[src/rtl/address_generation_top.sv]
// Address generation stage: EA = base + index<<scale + disp, or push/pop stack address; feeds memory read.
// Latency: 1 cycle from d accept to a_valid. Optional feature macro: AGEN_SKID_EN (2-entry skid buffer).
// Backpressure: AGEN_SKID_EN -> registered d_ready = !entry1_valid; otherwise d_ready = !a_valid || a_ready.
module address_generation_top #(
    parameter int ADDR_W = 32
) (
    input  logic              clk,
    input  logic              reset,
    input  logic              flush,
    input  logic              d_valid,
    output logic              d_ready,
    input  logic [2:0]        d_size,
    input  logic [ADDR_W-1:0] d_base,
    input  logic [ADDR_W-1:0] d_index,
    input  logic [1:0]        d_scale,
    input  logic [ADDR_W-1:0] d_disp,
    input  logic              d_use_base,
    input  logic              d_use_index,
    input  logic [ADDR_W-1:0] d_esp,
    input  logic [1:0]        d_stack_op,
    input  logic [63:0]       d_op0,
    input  logic [63:0]       d_op1,
    input  logic [2:0]        d_op0_reg,
    input  logic [2:0]        d_op1_reg,
    input  logic              d_op0_is_address,
    input  logic              d_op1_is_address,
    input  logic [47:0]       d_imm,
    input  logic [31:0]       d_pc,
    input  logic [13:0]       d_ctrl,
    output logic              a_valid,
    input  logic              a_ready,
    output logic [2:0]        a_size,
    output logic [63:0]       a_op0,
    output logic [63:0]       a_op1,
    output logic [2:0]        a_op0_reg,
    output logic [2:0]        a_op1_reg,
    output logic              a_op0_is_address,
    output logic              a_op1_is_address,
    output logic [47:0]       a_imm,
    output logic [1:0]        a_stack_op,
    output logic [31:0]       a_pc,
    output logic [13:0]       a_ctrl
);

    typedef struct packed {
        logic [2:0]  size;
        logic [63:0] op0;
        logic [63:0] op1;
        logic [2:0]  op0_reg;
        logic [2:0]  op1_reg;
        logic        op0_is_address;
        logic        op1_is_address;
        logic [47:0] imm;
        logic [1:0]  stack_op;
        logic [31:0] pc;
        logic [13:0] ctrl;
    } agen_pay_t;

    logic [ADDR_W-1:0] nbytes;
    logic [ADDR_W-1:0] scaled_index;
    logic [ADDR_W-1:0] ea_sum;
    logic [ADDR_W-1:0] ea;
    logic [63:0]       ea_ext;
    agen_pay_t         pay_in;

    always_comb begin
        case (d_size)
            3'd0:    nbytes = ADDR_W'(1);
            3'd1:    nbytes = ADDR_W'(2);
            3'd2:    nbytes = ADDR_W'(4);
            default: nbytes = ADDR_W'(8);
        endcase
    end

    assign scaled_index = d_index << d_scale;
    assign ea_sum = (d_use_base ? d_base : '0)
                  + (d_use_index ? scaled_index : '0)
                  + d_disp;

    // Stack ops ignore base/index/disp entirely; reserved encoding behaves as no stack op.
    always_comb begin
        case (d_stack_op)
            2'd1:    ea = d_esp - nbytes;
            2'd2:    ea = d_esp;
            default: ea = ea_sum;
        endcase
    end

    assign ea_ext = 64'(ea);

    always_comb begin
        pay_in                = '0;
        pay_in.size           = d_size;
        pay_in.op0            = d_op0_is_address ? ea_ext : d_op0;
        // Only one operand can carry the EA; op0 wins when both are flagged.
        pay_in.op1            = (d_op1_is_address && !d_op0_is_address) ? ea_ext : d_op1;
        pay_in.op0_reg        = d_op0_reg;
        pay_in.op1_reg        = d_op1_reg;
        pay_in.op0_is_address = d_op0_is_address;
        pay_in.op1_is_address = d_op1_is_address;
        pay_in.imm            = d_imm;
        pay_in.stack_op       = d_stack_op;
        pay_in.pc             = d_pc;
        pay_in.ctrl           = d_ctrl;
    end

    logic      e0_vld;
    agen_pay_t e0_dat;

`ifdef AGEN_SKID_EN
    logic      e1_vld;
    agen_pay_t e1_dat;

    assign d_ready = !e1_vld;

    // entry1 only fills when entry0 is stalled; it is promoted on the next drain.
    always_ff @(posedge clk or negedge reset) begin
        if (!reset) begin
            e0_vld <= 1'b0;
            e1_vld <= 1'b0;
            e0_dat <= '0;
            e1_dat <= '0;
        end else if (flush) begin
            e0_vld <= 1'b0;
            e1_vld <= 1'b0;
        end else if (!e0_vld || a_ready) begin
            if (e1_vld) begin
                e0_vld <= 1'b1;
                e0_dat <= e1_dat;
                e1_vld <= 1'b0;
            end else begin
                e0_vld <= d_valid;
                if (d_valid) e0_dat <= pay_in;
            end
        end else if (d_valid && !e1_vld) begin
            e1_vld <= 1'b1;
            e1_dat <= pay_in;
        end
    end
`else
    assign d_ready = !e0_vld || a_ready;

    always_ff @(posedge clk or negedge reset) begin
        if (!reset) begin
            e0_vld <= 1'b0;
            e0_dat <= '0;
        end else if (flush) begin
            e0_vld <= 1'b0;
        end else if (d_ready) begin
            e0_vld <= d_valid;
            if (d_valid) e0_dat <= pay_in;
        end
    end
`endif

    assign a_valid          = e0_vld;
    assign a_size           = e0_dat.size;
    assign a_op0            = e0_dat.op0;
    assign a_op1            = e0_dat.op1;
    assign a_op0_reg        = e0_dat.op0_reg;
    assign a_op1_reg        = e0_dat.op1_reg;
    assign a_op0_is_address = e0_dat.op0_is_address;
    assign a_op1_is_address = e0_dat.op1_is_address;
    assign a_imm            = e0_dat.imm;
    assign a_stack_op       = e0_dat.stack_op;
    assign a_pc             = e0_dat.pc;
    assign a_ctrl           = e0_dat.ctrl;

endmodule
[config.mk]
export PLATFORM = sky130hd
export DESIGN_NAME = address_generation_top
export DESIGN_NICKNAME = d
export VERILOG_FILES = /design/src/rtl/address_generation_top.sv
export SDC_FILE = /design/constraint.sdc
export NUM_CORES = 1
export LEC_CHECK = 0
export CAP_MARGIN = 0
export CORE_AREA = 2 2 236 238
export CTS_BUF_LIST = sky130_fd_sc_hd__clkbuf_4 sky130_fd_sc_hd__clkbuf_8 sky130_fd_sc_hd__clkbuf_16
export CTS_CLUSTER_SIZE = 20
export DETAILED_ROUTE_END_ITERATION = 8
export DIE_AREA = 0 0 238 240
export PLACE_DENSITY = 0.61
export REMOVE_ABC_BUFFERS = 1
export SYNTH_ARGS = -nofsm -noshare
export SYNTH_HDL_FRONTEND = slang
export SYNTH_SLANG_ARGS = --single-unit
[constraint.sdc]
create_clock -name clk -period 3.4 [get_ports clk]
set_clock_uncertainty 0.1 [all_clocks]
set_input_delay 1.02 -clock clk [delete_from_list [all_inputs] [get_ports clk]]
set_output_delay 1.02 -clock clk [all_outputs]
set_load 0.02 [all_outputs]
# ---- Word level (Yosys, flattened, before mapping)
# Cells that the tools add are included.
dict set report classes {
  add_sub_neg 3
  mul 0
  n_div 0
  magnitude_cmp 0
  eq_ne 4
  n_shift 1
  muxes 8
  bitwise_logic 1
  n_reduce_logical 7
}
# operator n
set ops {}
lappend ops {{$mux 64} 2}
lappend ops {{$add 32x32->32} 2}
lappend ops {{$mux 32} 2}
lappend ops {{$pmux 32 s2} 1}
lappend ops {{$shl 32x2->32} 1}
lappend ops {{$sub 32x32->32} 1}
lappend ops {{$pmux 4 s3} 1}
lappend ops {{$eq 3x1->1 const B} 1}
lappend ops {{$eq 3x2->1 const B} 1}
lappend ops {{$logic_not 3->1} 1}
lappend ops {{$reduce_and 3->1} 1}
lappend ops {{$eq 2x1->1 const B} 1}
lappend ops {{$eq 2x2->1 const B} 1}
lappend ops {{$logic_not 1->1} 2}
lappend ops {{$mux 1} 2}
lappend ops {{$reduce_bool 2->1} 1}
lappend ops {{$logic_and 1x1->1} 1}
lappend ops {{$logic_or 1x1->1} 1}
lappend ops {{$not 1->1} 1}
dict set report totals {
  reg_bits 236
  latch_bits 0
  ramBits 0
  mem_bits_ro 0
  inputBits 372
  out_inout_bits 237
  elab_cells 36
  mem_count 0
}

# ---- Depth between registers and ports, before layout
# Gate-level depths: netlist (run 1).
dict set report depth {
  word_depth 6
  mapped_depth 17
  ltp_nobuf 14
}

# ---- Worst setup path after synthesis (run 1)
# OpenSTA, ideal clock, no wires.
dict set report synth_path {
  path_type {input to register}
  from {input port d_scale[0]}
  to {register e0_dat, in the netlist a_op0[23]}
  setup_ns 0.130
  arrival_ns 5.245
  t_required_ns 3.170
  slack_ns -2.075
  stages 16
  n_path_buf 3
  cell_sequence {clkbuf_1 buf_1 clkbuf_1 mux2i_1 nor3b_1 fa_1 ha_1 fa_1 a211oi_1 o21ai_0 o2111ai_1 a31oi_1 a221oi_1 xnor2_1 a211oi_1 o21ai_0}
}
dict set report synth_between {
  elab_chain_len 6
}
# element line_no
set synth_rtl {}
lappend synth_rtl {{start: declaration} 15} ;# input logic [1:0] d_scale,
lappend synth_rtl {{$shl 32x2->32} 75} ;# assign scaled_index = d_index << d_scale;
lappend synth_rtl {{$mux 32} 77} ;# + (d_use_index ? scaled_index : '0)
lappend synth_rtl {{$add 32x32->32} 77}
lappend synth_rtl {{$add 32x32->32} 78} ;# + d_disp;
lappend synth_rtl {{$pmux 32 s2} 82} ;# case (d_stack_op)
lappend synth_rtl {{$mux 64} 94} ;# pay_in.op0 = d_op0_is_address ? ea_ext : d_op0;
lappend synth_rtl {{end signal: assignment} 151} ;# if (d_valid) e0_dat <= pay_in;
lappend synth_rtl {{end: declaration} 108} ;# agen_pay_t e0_dat;
# No other way between the ends.
# A chain may end at the register's enable or synchronous reset.

# ---- Worst setup path in the final report (run 1)
dict set report layout_path {
  from {input port d_use_index}
  to {register e0_dat, in the netlist a_op0[30]}
}
dict set report layout_between {
  elab_chain_len 5
}
# element line_no
set layout_rtl {}
lappend layout_rtl {{start: declaration} 18} ;# input logic d_use_index,
lappend layout_rtl {{$mux 32} 77}
lappend layout_rtl {{$add 32x32->32} 77}
lappend layout_rtl {{$add 32x32->32} 78}
lappend layout_rtl {{$pmux 32 s2} 82}
lappend layout_rtl {{$mux 64} 94}
# No other way between the ends.

==> results of run 1 <==
-- layer usage --
layer / part of all wire, % / track usage, %
met5: 0.16 / 0
met2: 52 / 41.0
met1: 39 / 24.9
met4: 2.7 / 6.89
met3: 6.5 / 4.28
-- per-stage QoR --
stage,instances,worst slack (ns),hold WS [ns],TNS (ns)
3_3_place_gp,3108,-1.99,0.349,-91.47
3_5_place_dp,3108,-2.00,0.354,-94.79
6_report,3198,-0.683,0.191,-27.54
2_1_floorplan,1587,-13.03,0.483,-2391.00
4_1_cts,3182,-0.580,0.167,-20.92
5_1_grt,3197,-0.807,0.163,-33.01
-- power by group through the flow --
stage               clock [mW]  combinational (mW)  sequential [mW]
CTS                       3.18                4.92             3.50
floorplan                    0                1.40             4.07
finish                    3.10                5.11             3.50
global route              3.29                5.46             3.55
detailed placement           0                4.40             3.55
global placement             0                4.35             3.53
-- final timing paths --
| kind | start | end | slack (ns) |
|---|---|---|---|
| worst max-delay path | d_use_index | a_op0[30] | -0.68 |
| worst min-delay path | reset | a_op0[35] | 0.19 |
| worst max register to register | a_valid | a_op0[39] | 1.25 |
| worst min register to register | a_op0[48] | a_op0[48] | 0.37 |
| max in group asynchronous | reset | a_op1[17] | 2.29 |
| min in group clk | a_op0[48] | a_op0[48] | 0.37 |
-- synthesized netlist by cell type, types with 4 or more instances --
cell / number
o21ai_0: 94
or3_1: 13
o311ai_0: 4
inv_1: 32
mux4_2: 4
or4_1: 5
ha_1: 37
nor4_1: 4
a21oi_1: 89
a31oi_1: 29
o21bai_1: 4
a311oi_1: 5
a41oi_1: 9
nand3b_1: 6
and3_1: 38
o211ai_1: 8
nand2_1: 554
o311a_1: 4
o31ai_1: 6
nand4_1: 4
mux2i_1: 29
nand3_1: 89
dfrtp_1: 236
o211a_1: 13
a211oi_1: 11
mux2_2: 8
clkbuf_1: 100
o21a_1: 14
nor3_1: 19
fa_1: 33
xnor2_1: 16
a21o_1: 22
a221oi_1: 6
buf_1: 6
a31o_2: 5
nor2b_1: 5
nor2_1: 53
xor2_1: 4
and2_1: 35
-- cell type report --
type	count	area [sq um]
diodes	7	17.5
fillers	5200	29800
clock inverters	15	173
well taps	704	881
clock buffers	35	773
inverters	33	124
flip-flops and latches	236	5910
repair buffers	850	8240
multi-input cells	1318	8790
-- timing repair --
action | 4_1_cts | 5_1_grt
setup endpoints to repair | 60 | 59
gates resized for setup | 229 | 80
pin swaps | 98 | 66
gates cloned | 1 | 0
buffers inserted | 25 | 12
hold endpoints to repair | 0 | 0
-- logic make-up after synthesis --
kind of cell / after synthesis / synth area share [%]
AND/OR/NAND/NOR: 840 / 26.0
AO/OA/AOI/OAI: 347 / 15.7
flip-flops: 236 / 41.9
buffers and inverters: 141 / 3.79
adder cells (fa/ha/maj): 70 / 7.98
multiplexers: 41 / 3.34
XOR/XNOR: 20 / 1.24
==> impl_metrics.ini, run 1 <==
[worst_setup_path]
critPathArrivalTime_ns = 4.42
crit_top_cell = o21ai_1
path_depth = 16
cp_max_fo = 6
crit_chain = dlygate4sd2_1, buf_6, buf_8, buf_12, and3_1, fa_1, ha_4, o21ai_1, a21oi_1, a221oi_2, buf_4, a311oi_4, o31a_1, or3_4, a31oi_4, o21ai_1
critPathKind = input port to flip-flop
worstPathRequired_ns = 3.73
path_buf_inv = 5
crit_path_start_kind = input port
cp_slowest_cell = fa_1
worst-r2r-cell-count = 7
cp_top_family = compound AO/OA/AOI/OAI gates
slowest_delay_ns = 0.56
cp-end-kind = flip-flop

[clock_network]
root_buffer = clkbuf_16
htreeDepth = 1
cts_tree = yes
cts_sinks = 236
ctsLongestPathBuffers = 3
clk_pin_slew_ns = 0.06
cts-hold-fix-buffers = 0
clk_latency_ns = 0.53
cts_inserted_buffers = 27

[yosys]
yosysSeqAreaShare_pct = 41.9
synth.distinct_cells = 65
synth.largest_area_cell = dfrtp_1
syn_inst = 1695
synth_ff_type = dfrtp_1
yosys_warnings = 0
synth-async-reset-ratio_pct = 100
netlist_area_sq_mm = 0.0141
synth_top_area_share_pct = 41.9
ys_top_cells_by_area = dfrtp_1 42%, nand2_1 15%, fa_1 4.7%, o21ai_0 3.3%, ha_1 3.3%
synth-seq-cells = 236
synth_edf_count = 0
syn_area_per_cell_sq_um = 8.31

[global_routing]
track_usage_pct = 21.9
grt_pass1_wl_um = 96500
grt-ovfl-total = 0
grt_max_degree = 84
antenna_found_initial = 17
grt_pass1_vias = 16000

[pwr]
p_per_area_mw_per_mm2 = 470
peakVddDrop_uv = 303
power_mw = 11.7
power_leakage_nw = 11.3
p_seq_share_pct = 29.9
p_comb_share_pct = 43.6
p_switching_mw = 4.11
p_sw_share_pct = 35.1
power.internal_mw = 7.60
p_clk_share_pct = 26.5

[finish]
area_delta_synth_final_pct = 76.8
final_common_cell = clkdlybuf4s50_1
final_area_sq_mm = 0.0249
layout_common_cells = 579 x clkdlybuf4s50_1, 547 x nand2_1, 236 x dfrtp_1
fin_util_pct = 45.6
final_layout_size_suffix_gt1_share_pct = 19.3
fin_nets = 2908

[outcome]
violations = setup timing
status = finished with violations

[routing]
first_iter_violations = 775
vias = 15700
final_antenna_net_count = 0
routed_wl_um = 65600
drc = 0
wl_per_cell_um = 20.5
routed_via_density = 4.90
drtPass1Iterations = 5

[floorplanning]
fp.dieH_um = 240
die_x_um = 238
die_area_sq_mm = 0.0571
core-area_sq_mm = 0.0547
rows = 86
io_pins = 609
initial_utilization_pct = 25.8

[min_path]
hold_class = input port to async pin

[sta]
drv_slew = 0
timing.fmax_mhz = 245
setup_viol = 54
fin_ws_ns = -0.683
min_period_ns = 4.08
rsz0062_at_grt = yes
hold_viol = 0
slew-limit-headroom_pct = 64.8
worst_pin_slew_ns = 0.522
period_share_pct = 120

[placement]
placed_area_sq_mm = 0.0224
globalplace.congestion = 0.898
dpl.hpwl_um = 51700
io_buffers = 608

[flow_run]
cap_viol_max_count = 0
No activity file was read; power rests on OpenSTA's default activity.
==> run 2: changes to the inputs <==
--- a/config.mk
+++ b/config.mk
@@ -13,6 +13,8 @@
 export DIE_AREA = 0 0 238 240
 export PLACE_DENSITY = 0.61
 export REMOVE_ABC_BUFFERS = 1
+export SKIP_LAST_GASP = 1
 export SYNTH_ARGS = -nofsm -noshare
 export SYNTH_HDL_FRONTEND = slang
 export SYNTH_SLANG_ARGS = --single-unit
+export TNS_END_PERCENT = 100
==> impl_metrics.ini, run 2 (synthesis results as in run 1) <==
[outcome]
status = finished with violations
violations = setup timing

[floorplanning]
die_area_sq_mm = 0.0571
initial_utilization_pct = 25.8
die_x_um = 238
io_pins = 609
rows = 86
fp.dieH_um = 240
core-area_sq_mm = 0.0547

[clock_network]
root_buffer = clkbuf_16
cts_tree = yes
clk_pin_slew_ns = 0.06
cts-hold-fix-buffers = 0
htreeDepth = 1
cts_sinks = 236
cts_inserted_buffers = 27
ctsLongestPathBuffers = 3
clk_latency_ns = 0.54

[routing]
routed_via_density = 4.91
vias = 15700
wl_per_cell_um = 20.5
drc = 0
first_iter_violations = 824
routed_wl_um = 65500
drtPass1Iterations = 6
final_antenna_net_count = 0

[finish]
area_delta_synth_final_pct = 76.7
layout_common_cells = 577 x clkdlybuf4s50_1, 547 x nand2_1, 236 x dfrtp_1
fin_util_pct = 45.5
final_common_cell = clkdlybuf4s50_1
fin_cells = 3196
fin_nets = 2906
final_layout_size_suffix_gt1_share_pct = 19.2
fill_cells = 5212

[placement]
dpl.hpwl_um = 51700
io_buffers = 608
globalplace.congestion = 0.898
dp.cells = 3108

[sta]
worst_pin_slew_ns = 0.522
setup_viol = 54
slew-limit-headroom_pct = 64.8
drv_slew = 0
hold_viol = 0
hold_ws_ns = 0.188
fin_ws_ns = -0.665
timing.fmax_mhz = 246
rsz0062_at_grt = yes
min_period_ns = 4.07
period_share_pct = 120

[worst_setup_path]
cp_max_fo = 6
reg2reg_from = a_valid
crit_chain = buf_12, buf_6, mux2_4, o211a_1, fa_1, ha_4, a21o_1, a31o_4, a211oi_4, a311oi_4, o31a_1, or3_4, a31oi_4, o21ai_1
slowest_delay_ns = 0.54
crit_path_start_kind = input port
cp-end-kind = flip-flop
cp_slowest_cell = fa_1
startpoint = d_scale[0]
worstPathRequired_ns = 3.73
critPathKind = input port to flip-flop
critPathArrivalTime_ns = 4.40

[pwr]
p_seq_share_pct = 30.0
p_sw_share_pct = 35.1
p_clk_share_pct = 26.5
power.internal_mw = 7.59
p_comb_share_pct = 43.5
p_per_area_mw_per_mm2 = 470
peakVddDrop_uv = 303
power_leakage_nw = 11.3
p_switching_mw = 4.10

[global_routing]
grt-ovfl-total = 0
grt_max_degree = 84
grt_pass1_vias = 16000
track_usage_pct = 21.9
grt_pass1_wl_um = 96400
antenna_found_initial = 17

[min_path]
hold_class = input port to async pin

[flow_run]
cap_viol_max_count = 0
run 2: final timing paths:
check / end / slack, ns / cells past startpoint
max reg2reg: a_op0[39] / 1.24 / 7
min reg2reg: a_op0[48] / 0.37 / 2
min in group clk: a_op0[48] / 0.37 / 2
min: a_op0[35] / 0.19 / 1
max: a_op1[30] / -0.67 / 14
max in group asynchronous: a_op1[17] / 2.28 / 2
run 2: through the flow:
step / setup TNS [ns] / area [sq um] / total power [mW] / setup slack (ns)
after global routing: -31.35 / 24900 / 12.3 / -0.755
after CTS: -21.05 / 24500 / 11.6 / -0.580
after global placement: -91.47 / 22400 / 7.89 / -1.99
final: -25.93 / 24900 / 11.7 / -0.665
after detailed placement: -94.79 / 22400 / 7.95 / -2.00
after floorplan: -2391.00 / 13700 / 5.46 / -13.03
run 2: critical path: cells and delay by family:
family	cells	cell delay (ns)
fa+ha+maj	2	0.77
compound gates	8	1.71
mux	1	0.29
simple gates	1	0.35
buf+inv	2	0.24
run 2: area by class of cell:
type / count / area (sq um) / share of cell area [%]
timing repair buffer: 848 / 8230 / 33.1
multi-input combinational: 1318 / 8770 / 35.3
clock buffer: 35 / 773 / 3.11
tap: 704 / 881 / 3.54
antenna: 7 / 17.5 / 0.0704
inverter: 33 / 124 / 0.498
clock inverter: 15 / 173 / 0.694
sequential: 236 / 5910 / 23.7
run 2: what timing repair did:
item                       in CTS  in global routing
hold endpoints to repair        0                  0
pin swaps                      98                 67
buffers inserted               25                 10
setup endpoints to repair      60                 59
gates resized for setup       221                 84
gates cloned                    1                  0
run 2: per-layer routing:
metal,part of all wire (%),wire length (um),vias to the layer above,global-route usage [%]
met2,52,33800,594,41.0
met4,2.8,1860,16,6.89
met3,6.7,4390,117,4.27
li1,-,-,7372,-
met1,39,25300,7587,24.9
met5,0.16,103,-,0
run 2: power groups by stage:
stage,combinational [mW],clock (mW),sequential (mW)
5_1_grt,5.43,3.29,3.55
2_1_floorplan,1.40,0,4.07
3_5_place_dp,4.40,0,3.55
6_report,5.08,3.10,3.50
4_1_cts,4.91,3.18,3.50
3_3_place_gp,4.35,0,3.53
==> edit (flow settings as in run 2) <==
Set the parameter `ADDR_W` to 48 (it was 32).
--- a/src/rtl/address_generation_top.sv
+++ b/src/rtl/address_generation_top.sv
@@ -2,7 +2,7 @@
 // Latency: 1 cycle from d accept to a_valid. Optional feature macro: AGEN_SKID_EN (2-entry skid buffer).
 // Backpressure: AGEN_SKID_EN -> registered d_ready = !entry1_valid; otherwise d_ready = !a_valid || a_ready.
 module address_generation_top #(
-    parameter int ADDR_W = 32
+    parameter int ADDR_W = 48
 ) (
     input  logic              clk,
     input  logic              reset,
Interface: changed (resized d_base, d_disp, d_esp and d_index); port bits go from 609 to 673. No check against the original RTL was run, so the function may have changed too.
==> edit against run 2 <==
The flow still finishes with violations (setup timing); non-clock buffer count increased by 269; setup slack got worse by 0.60 ns; area after synthesis increased by 21%; sequential cell count unchanged; cell area increased by 23%; power increased by 16%; die area unchanged; routed wire length increased by 25%; largest cell class unchanged; largest power group unchanged.
==> edit: results (changes against run 2) <==
- Crit path arrival time: 4.98 ns (+0.58 ns)
- Min-delay worst type: in -> async
- Post-synth top flop: dfrtp_1
- Vias post-DR: 19,712 (+26%)
- Tot GR Track Use: 0.2720 (+0.05340)
- CTS buffer count: 27 (unchanged)
- First drt pass iteration count: 5 (-1)
- Worst VDD drop: 0.2876 mV (-5.1%)
- Synth async-reset ratio: 1.000 (unchanged)
- R2R setup slack: 1.25 ns
- Top post-synthesis cells by area: dfrtp_1, nand2_1, fa_1, mux4_2, o21ai_0
- Leak Pwr: 13.57 nW (+20%)
- Reg2Reg Launch Point: a_valid$_DFFE_PN0P_
- HPWL after DPL: 64,170 um (+24%)
- CTS root buf: clkbuf_16
- IO buf count: 672 (+11%)
- Netlist cell types: 67 (+3.1%)
- # nets final: 3,574 (+23%)
- Final Wtd Congestion: 0.9439 (+5.1%)
- Clock Pin Slew Worst Setup and Hold Paths: 0.06 ns (about the same)
- Largest net degree at the start of global routing: 92 (+9.5%)
- Setup ws final: -1.263 ns (-0.5973 ns)
- Average wire per standard cell: 21.56 um (+5.3%)
- Failing checks: setup timing
- Critical Path Max Stage Delay: 0.45 ns (-0.09 ns)
- Critical path endpoint: a_op1[41]$_DFFE_PN0P_
- Max FO, Critical Path: 5 (-1)
- Slew margin rel.: 0.5746 (-0.07311)
- Iter 0 DRT Violations: 1,240 (+50%)
- Layout cell share with drive strength beyond 1: 0.2718 (+0.08029)
- Vias in the first global route: 19,737 (+23%)
- Clock Path Buffers: 3 (unchanged)
- Fraction of the yosys area taken by sequential cells: 0.3478 (-0.07157)
- Placed Area: 0.02717 mm^2 (+21%)
- Post-route ant nets: 0 (unchanged)
- Layout fillers: 4,810 (-7.7%)
- CP top delay family: compound AO/OA/AOI/OAI gates
- Critical path origin: d_scale[0]
- Hold slack: 0.3407 ns (+0.1525 ns)
- Status: complete, but fails checks
- Worst Reg-to-Reg Cells: 7 (unchanged)
- YS warnings: 0 (unchanged)
- R2r endpoint: a_op1[46]$_DFFE_PN0P_
- First-pass GRT wire length: 119,800 um (+24%)
- Antenna violations before repair: 35 (+18)
- Clk Latency, worst-skew pair: 0.54 ns (about the same)
- Worst path slowest cell: fa_1
- Top cells by count, synth: nand2_1, dfrtp_1, o21ai_0
- Setup-failing EPs final: 86 (+59%)
- H-tree depth: 1 (unchanged)
edit: changes by cell type in the layout (fill, tap and decap cells not counted), sizes merged, moves of 25 or more:
cell                  run 2  this run
buf                     243       448
o21ai                    97       173
a21oi                    89       147
and2                     35        93
clkdlybuf4s50           577       632
nand2                   554       501
nor2                     53        96
mux4                      4        43
nand3                    90        53
a21o                     22        47
edit: per-stage QoR:
stage / power [W] / setup TNS (ns) / setup slack [ns] / util / std cells
2_1_floorplan: 0.006099 / -1948.66 / -11.20 / - / 1891
5_1_grt: 0.01418 / -87.30 / -1.361 / 0.5604 / 3784
3_3_place_gp: 0.009388 / -166.13 / -2.290 / 0.4971 / 3648
4_1_cts: 0.01320 / -70.66 / -1.091 / 0.5460 / 3752
3_5_place_dp: 0.009464 / -168.80 / -2.362 / 0.4971 / 3648
6_report: 0.01351 / -78.67 / -1.263 / 0.5604 / 3784
edit: repair_timing:
action,4_1_cts,5_1_grt
pin swaps,177,138
cloned,4,1
gates resized for setup,378,138
buffers inserted,60,28
endpoints found under the setup margin,92,90
edit: report_power, final:
| group | total (W) | leakage [nW] | switching (W) | internal, W |
|---|---|---|---|---|
| Combinational | 0.00702 | 10.2 | 0.00352 | 0.00350 |
| Sequential | 0.00355 | 2.92 | 0.000277 | 0.00327 |
| Clock | 0.00293 | 0.455 | 0.00120 | 0.00173 |
| Total | 0.0135 | 13.6 | 0.00500 | 0.00851 |
edit: routing by layer:
layer | vias to the layer above | track usage | part of all wire
li1 | 9186 | - | -
met1 | 9647 | 0.3220 | 0.39
met2 | 676 | 0.4844 | 0.51
met3 | 183 | 0.04914 | 0.056
met4 | 20 | 0.1157 | 0.041
met5 | - | 0 | 0.0018
edit: logic make-up after synthesis:
logic type,count (synthesis),share of synthesized area
compound gates,520,0.1842
xor+xnor,38,0.01960
fa+ha+maj,101,0.09609
buf+inv,179,0.04038
flops,236,0.3478
mux,63,0.06890
simple gates,900,0.2430
edit: worst register-to-register path, cell delays in order (launching register included):
cell and delay, ns:
dfrtp_1 0.37, nor2b_1 0.15, buf_4 0.14, nor3b_2 0.31, buf_4 0.20, nand2_1 0.31, buf_4 0.33, o21ai_0 0.16
edit: area by class of cell:
type / count / share of cell area
clock inverters: 7 / 0.002287
diodes: 23 / 0.001879
well taps: 704 / 0.02876
flip-flops and latches: 236 / 0.1928
repair buffers: 1117 / 0.3474
clock buffers: 42 / 0.02675
inverters: 33 / 0.004044
multi-input cells: 1622 / 0.3960
